`config.mk`:
```
export PLATFORM = sky130hd
export DESIGN_NAME = seqdet_multi
export DESIGN_NICKNAME = d
export VERILOG_FILES = /design/src/rtl/seqdet_pkg.sv /design/src/rtl/seqdet_chan.sv /design/src/rtl/seqdet_multi.sv
export SDC_FILE = /design/constraint.sdc
export NUM_CORES = 1
export LEC_CHECK = 0
export ABC_AREA = 1
export BUFFER_PORTS_ARGS = -buffer_cell sky130_fd_sc_hd__buf_2
export CAP_MARGIN = 10
export CORE_MARGIN = 10
export CORE_UTILIZATION = 45
export DETAILED_ROUTE_END_ITERATION = 16
export GPL_TIMING_DRIVEN = 0
export PLACE_DENSITY = 0.69
export RECOVER_POWER = 50
export SETUP_SLACK_MARGIN = 0.5
export SYNTH_ARGS = -nofsm -noshare
export SYNTH_HDL_FRONTEND = slang
export SYNTH_SLANG_ARGS = --single-unit
```
`constraint.sdc`:
```
create_clock -name clk -period 2.02 [get_ports clk]
set_input_delay 0.202 -clock clk [delete_from_list [all_inputs] [get_ports clk]]
set_output_delay 0.202 -clock clk [all_outputs]
set_load 0.01 [all_outputs]
```
`src/rtl/seqdet_pkg.sv`:
```
// Shared constants, mode enum and sizing helper for the multi-pattern sequence detector.
// Optional match counters are enabled with the SEQDET_MATCH_COUNT_EN macro.
package seqdet_pkg;

    localparam int           DEF_LEN      = 4;
    localparam int           DEF_NPAT     = 2;
    localparam logic [7:0]   DEF_PATTERNS = 8'b1010_0110;
    localparam int           DEF_CNT_W    = 8;

    typedef enum logic {
        SEQ_NONOVERLAP = 1'b0,
        SEQ_OVERLAP    = 1'b1
    } seq_mode_e;

    // Fill counters must hold the value LEN itself, hence LEN+1 states.
    function automatic int fill_width(input int len);
        return $clog2(len + 1);
    endfunction

    localparam int FILL_W = fill_width(DEF_LEN);

endpackage

```
`src/rtl/seqdet_chan.sv`:
```
// One detector channel: fixed pattern, saturating fill counter and registered match pulse.
// With SEQDET_MATCH_COUNT_EN defined, also keeps a saturating per-channel match counter.
module seqdet_chan
    import seqdet_pkg::*;
#(
    parameter int             LEN = DEF_LEN,
    parameter logic [LEN-1:0] PAT = DEF_PATTERNS[DEF_LEN-1:0]
`ifdef SEQDET_MATCH_COUNT_EN
    ,
    parameter int             CNT_W = DEF_CNT_W
`endif
) (
    input  logic             clk,
    input  logic             rst,
    input  logic             x_valid,
    input  logic             clear,
    input  seq_mode_e        mode,
    input  logic [LEN-1:0]   next_hist,
`ifdef SEQDET_MATCH_COUNT_EN
    output logic [CNT_W-1:0] match_cnt,
`endif
    output logic             z
);

    localparam int            FW       = fill_width(LEN);
    localparam logic [FW-1:0] FILL_MAX = FW'(LEN);

    logic [FW-1:0] fill_q, fill_d, fill_next;
    logic          z_q, z_d;
    logic          hit;

    // A match needs LEN bits seen since the last reset/clear (or last match in
    // non-overlap mode), so the all-zero reset history can never fire.
    always_comb begin
        fill_next = (fill_q == FILL_MAX) ? FILL_MAX : fill_q + FW'(1);
        hit       = x_valid && !clear && (next_hist == PAT) && (fill_next >= FILL_MAX);
        fill_d    = fill_q;
        z_d       = 1'b0;
        if (clear) begin
            fill_d = '0;
        end else if (x_valid) begin
            fill_d = fill_next;
            if (hit) begin
                z_d = 1'b1;
                if (mode == SEQ_NONOVERLAP) begin
                    fill_d = '0;
                end
            end
        end
    end

    always_ff @(posedge clk or negedge rst) begin
        if (!rst) begin
            fill_q <= '0;
            z_q    <= 1'b0;
        end else begin
            fill_q <= fill_d;
            z_q    <= z_d;
        end
    end

    assign z = z_q;

`ifdef SEQDET_MATCH_COUNT_EN
    logic [CNT_W-1:0] cnt_q, cnt_d;

    // Counts alongside z so the count is current in the same cycle as the pulse.
    always_comb begin
        cnt_d = cnt_q;
        if (hit && (cnt_q != '1)) begin
            cnt_d = cnt_q + CNT_W'(1);
        end
    end

    always_ff @(posedge clk or negedge rst) begin
        if (!rst) begin
            cnt_q <= '0;
        end else begin
            cnt_q <= cnt_d;
        end
    end

    assign match_cnt = cnt_q;
`endif

endmodule

```
`src/rtl/seqdet_multi.sv`:
```
// Multi-pattern serial sequence detector: shared history register feeding NPAT channels.
// Define SEQDET_MATCH_COUNT_EN to add the per-channel match_cnt output.
module seqdet_multi
    import seqdet_pkg::*;
#(
    parameter int                  LEN      = DEF_LEN,
    parameter int                  NPAT     = DEF_NPAT,
    parameter logic [NPAT*LEN-1:0] PATTERNS = DEF_PATTERNS,
    parameter int                  CNT_W    = DEF_CNT_W
) (
    input  logic                  clk,
    input  logic                  rst,
    input  logic                  x,
    input  logic                  x_valid,
    input  logic                  clear,
    input  logic                  overlap,
`ifdef SEQDET_MATCH_COUNT_EN
    output logic [NPAT*CNT_W-1:0] match_cnt,
`endif
    output logic [NPAT-1:0]       z
);

    if (LEN < 2 || NPAT < 1 || CNT_W < 1) begin : g_bad_params
        $error("seqdet_multi: invalid LEN/NPAT/CNT_W");
    end

    logic [LEN-1:0] hist_q, hist_d;
    seq_mode_e      mode;

    assign mode = seq_mode_e'(overlap);

    always_comb begin
        hist_d = hist_q;
        if (clear) begin
            hist_d = '0;
        end else if (x_valid) begin
            hist_d = {hist_q[LEN-2:0], x};
        end
    end

    always_ff @(posedge clk or negedge rst) begin
        if (!rst) begin
            hist_q <= '0;
        end else begin
            hist_q <= hist_d;
        end
    end

    // Channels compare against the next history value so z lands one cycle after the last bit.
    for (genvar k = 0; k < NPAT; k++) begin : g_chan
        seqdet_chan #(
            .LEN   (LEN),
            .PAT   (PATTERNS[k*LEN +: LEN])
`ifdef SEQDET_MATCH_COUNT_EN
            ,
            .CNT_W (CNT_W)
`endif
        ) u_chan (
            .clk       (clk),
            .rst       (rst),
            .x_valid   (x_valid),
            .clear     (clear),
            .mode      (mode),
            .next_hist (hist_d),
`ifdef SEQDET_MATCH_COUNT_EN
            .match_cnt (match_cnt[k*CNT_W +: CNT_W]),
`endif
            .z         (z[k])
        );
    end

endmodule
```
# Word level (Yosys, flattened, before mapping)

Index checks and enable logic that the tools add are counted.

Register bits after elaboration: 12
Bits in latches: 0
RAM bits: 0
Memory bits (read-only): 0
Input bits: 6
Output and inout bits: 2
Word-level logic and storage cells: 38
Memories: 0

Add/sub/neg operators: 2
$mul: 0
Divide/modulo/power cells: 0
Magnitude comparators: 2
Equality and inequality tests: 4
Shifts and indexed selects: 0
Muxes and demuxes: 18
Bitwise logic cells: 0
Reductions and logical operators: 7

Operators with widths:

| cell                  | number |
|---|---|
| $mux W3               | 10 |
| $mux W4               | 2 |
| $add A3 B1 Y3 const B | 2 |
| $eq A3 B3 Y1 const B  | 2 |
| $ge A3 B3 Y1 const B  | 2 |
| $mux W1               | 6 |
| $logic_and A1 B1 Y1   | 5 |
| $eq A4 B3 Y1 const B  | 1 |
| $eq A4 B4 Y1 const B  | 1 |
| $reduce_bool A2 Y1    | 1 |
| $logic_not A1 Y1      | 1 |

# Longest topological paths before layout

Word-level depth: 8
Mapped depth: 9

# By module

From an unflattened synthesis, not the netlist that was laid out.

Cells, all modules: 106
Area, all modules: 733.2 um^2

Modules (own cells, without submodules):

| module       | instances | cells an instance | area an instance (um^2) | sequential area each (um^2) |
|---|---|---|---|---|
| seqdet_chan  | 2         | 40                | 269.0                   | 100.1 |
| seqdet_multi | 1         | 26                | 195.2                   | 100.1 |

# Worst setup path after synthesis

OpenSTA, ideal clock, no wires.

Kind: reg-to-reg
Start: register g_chan[1].u_chan.fill_q[0]
End: register g_chan[1].u_chan.fill_q[0]
Arrival: 1.151 ns
Required time: 1.955 ns
Slack: 0.804 ns
Stages on the path, launching flop included: 8
Path buffers: 0
Clock period less this slack: 1.216 ns
Cells stage by stage: dfrtp_1 > ha_1 > or2_2 > nand3_2 > nor2_2 > nand3_2 > nand2_1 > nand2_1

Longest elaborated chain between the ends: 7
Elaborated cells on any way between the ends: 9

Ends and longest elaborated chain:

| what                                          | line              | source |
|---|---|---|
| start: declaration                            | seqdet_chan.sv:28 | `logic [FW-1:0] fill_q, fill_d, fill_next;` |
| start signal: assignment                      | seqdet_chan.sv:57 | `fill_q <= fill_d;` |
| $add A3 B1 Y3 or $eq A3 B3 Y1 (tied branches) | seqdet_chan.sv:35 | `fill_next = (fill_q == FILL_MAX) ? FILL_MAX : fill_q + FW'(1);` |
| $mux W3 (*)                                   | seqdet_chan.sv:35 |  |
| $ge A3 B3 Y1                                  | seqdet_chan.sv:36 | `hit = x_valid && !clear && (next_hist == PAT) && (fill_next >= FILL_MAX);` |
| $logic_and A1 B1 Y1                           | seqdet_chan.sv:36 |  |
| $mux W3 (*)                                   | seqdet_chan.sv:43 | `if (hit) begin` |
| $mux W3 (*)                                   | seqdet_chan.sv:41 | `end else if (x_valid) begin` |
| $mux W3 (*)                                   | seqdet_chan.sv:39 | `if (clear) begin` |

Mark *: on every way between the ends. The rest lies on a longest branch, timed or not. The select of a mux whose other input is x is not followed.
A chain may end at the register's enable or synchronous reset.

# Worst setup path in the final report

Ends and elaborated chain as after synthesis.

==> results_dict.tcl <==
set metrics [dict create \
    status "complete, no violations" \
    globalplace.congestion 0.799 \
    post_route_cells_drive_above_1_share 0.260 \
    cp_max_fo 4 \
    max_freq_mhz 769 \
    numCtsBuffers 3 \
    rsz0062_at_grt "false" \
    fin_crit_ns 1.30 \
    critPathLaunchType "flop" \
    grt_overflow 0 \
    syn2layout_area_growth_pct 13.6 \
    detail-route-antenna-nets 0 \
    clock_path_buffers 2 \
    die_w_um 59.9 \
    synth_cells 92 \
    wl_um 1200 \
    viasPerCell 4.72 \
    p_leak_nw 0.463 \
    netlist_top_cells_area "dfrtp_1 (42%), nand2_1 (18%), ha_1 (7.0%), inv_1 (6.3%), nor2_4 (4.7%)" \
    antenna_cells 0 \
    clk_latency_ns 0.27 \
    ys_types 16 \
    fin_nets 115 \
    numClockSinks 12 \
    fin_crit_sh 0.644 \
    hpwl_um 964 \
    ys_seq_area_frac 0.420 \
    power.density_nw_per_um2 620 \
    final_hold_viol_count 0 \
    worst_pin_slew_ns 0.650 \
    rows 14 \
    synth_top_area_share 0.420 \
    clk_pin_slew_ns 0.07 \
    cp.required_ns 2.24 \
    dieArea_um2 3590 \
    antenna_found_initial 0 \
    final_cell_mix "nand2_1 (35), inv_1 (12), dfrtp_1 (12), nor2_1 (6), buf_2 (6)" \
    port_buffers 7 \
    cts_tree "done" \
    worstSetupPathType "flop to flop" \
    drc 0 \
    grt_pass1_wl_um 2420 \
    first_pass_iters 4 \
    io_pins 8 \
    core_area_um2 1510 \
    vias 566 \
    cap_violations 0 \
    die_y_um 59.9 \
    end_kind "flop" \
    slew_violations 0 \
    yosysWarnings 0 \
    fin_skew_ns 0.00125 \
    htreeDepth 1 \
    first_global_vias 594 \
    syn_area_um2 716 \
    layout_commonest_cell "nand2_1" \
    floorplan.initialDensity 0.475 \
    post_cts_resized 0 \
    yosys_register_bits 12 \
    arrival_ns 1.52 \
    grt_max_degree 13 \
    grt_use_total 0.0856 \
    slew_headroom 0.567 \
    netlist.top_cell.by_area "dfrtp_1" \
    r2r_slack_ns 0.72 \
    wl_per_cell_um 9.98 \
    setup_viol 0 \
    first_iter_violations 7 \
    synth_area_per_cell_um2 7.78 \
    finalSetupTns_ns 0 \
    syn_nets 102 \
    final_util 0.540 \
    clockRootBuffer "clkbuf_4" \
    vdd_ir_drop_max_mv 0.376 \
    hold_class "primary input to flop" \
]
[routing by layer]
layer | GRT usage | vias to the layer above | routed length (µm)
met4 | 0.0481 | 0 | 32
li1 | - | 300 | -
met5 | 0 | - | 0
met2 | 0.132 | 12 | 525
met3 | 0.0254 | 5 | 86
met1 | 0.102 | 249 | 553
[power by group]
part	leakage (nW)	switching, mW	internal (mW)
registers	0.164	0.00756	0.249
clock network	0.0210	0.0796	0.110
logic	0.278	0.0364	0.0220
total	0.463	0.124	0.381
[what timing repair did]
| action | in CTS | in global routing |
|---|---|---|
| hold buffers | 1 | 0 |
| setup buffers | 0 | 0 |
| endpoints found under the hold margin | 12 | 0 |
[synthesized netlist by cell type]
library cell	count
buf_4	2
nand3_1	3
nand2_1	34
nor4_1	1
nand3_2	3
nor2_2	2
a21oi_1	1
nor2_1	6
inv_2	2
nand3b_1	1
dfrtp_1	12
nand2_2	4
or2_2	2
ha_1	4
inv_1	12
nor2_4	3
[layout make-up]
type                    instances  area [µm²]
flip-flops and latches         12         300
well taps                      16        20.0
multi-input cells              64         345
inverters                      14        52.6
plain buffers                   2        15.0
clock buffers                   4        36.3
fillers                       166         693
repair buffers                  8        43.8
[worst max-delay path, cell delays in order (launching register included)]
cell     delay [ns]
dfrtp_1        0.41
ha_1           0.22
or2_2          0.30
nand3_2        0.09
nor2_2         0.05
nand3_2        0.08
nand2_1        0.05
nand2_1        0.05
[stage by stage]
stage,hold slack [ns],cell area [µm²],std cells,power (mW),setup WS (ns)
floorplan,-0.0936,716,92,0.298,0.804
global placement,0.0889,771,115,0.318,0.742
detailed placement,0.0964,771,115,0.321,0.723
CTS,0.217,817,120,0.515,0.708
global route,0.242,813,120,0.535,0.562
finish,0.216,813,120,0.504,0.720
[path summary, 6_finish.rpt]
| path | cells after the start | start | end |
|---|---|---|---|
| hold reg to reg | 2 | hist_q[1]$_DFF_PN0_ | hist_q[1]$_DFF_PN0_ |
| min in group asynchronous | 2 | rst | g_chan[0].u_chan.fill_q[1]$_DFFE_PN0P_ |
| hold / removal | 2 | clear | hist_q[2]$_DFF_PN0_ |
| setup reg to reg | 7 | g_chan[1].u_chan.fill_q[0]$_DFFE_PN0P_ | g_chan[1].u_chan.fill_q[0]$_DFFE_PN0P_ |
| setup / recovery | 7 | g_chan[1].u_chan.fill_q[0]$_DFFE_PN0P_ | g_chan[1].u_chan.fill_q[0]$_DFFE_PN0P_ |
| max in group asynchronous | 2 | rst | g_chan[1].u_chan.fill_q[0]$_DFFE_PN0P_ |
[cells by family after synthesis]
family                     share of synthesized area
DFF                                            0.420
and+or+nand+nor                                0.409
buffers and inverters                         0.0944
adders and majority gates                     0.0699
AOI/OAI and AO/OA                            0.00699
[sequential cells by signal, indices dropped and copies added (netlist names)]
signal and count:
g_chan.u_chan.fill_q 6, g_chan.u_chan.z 2, hist_q 4
Note: power is estimated with default switching activity, not from simulation.
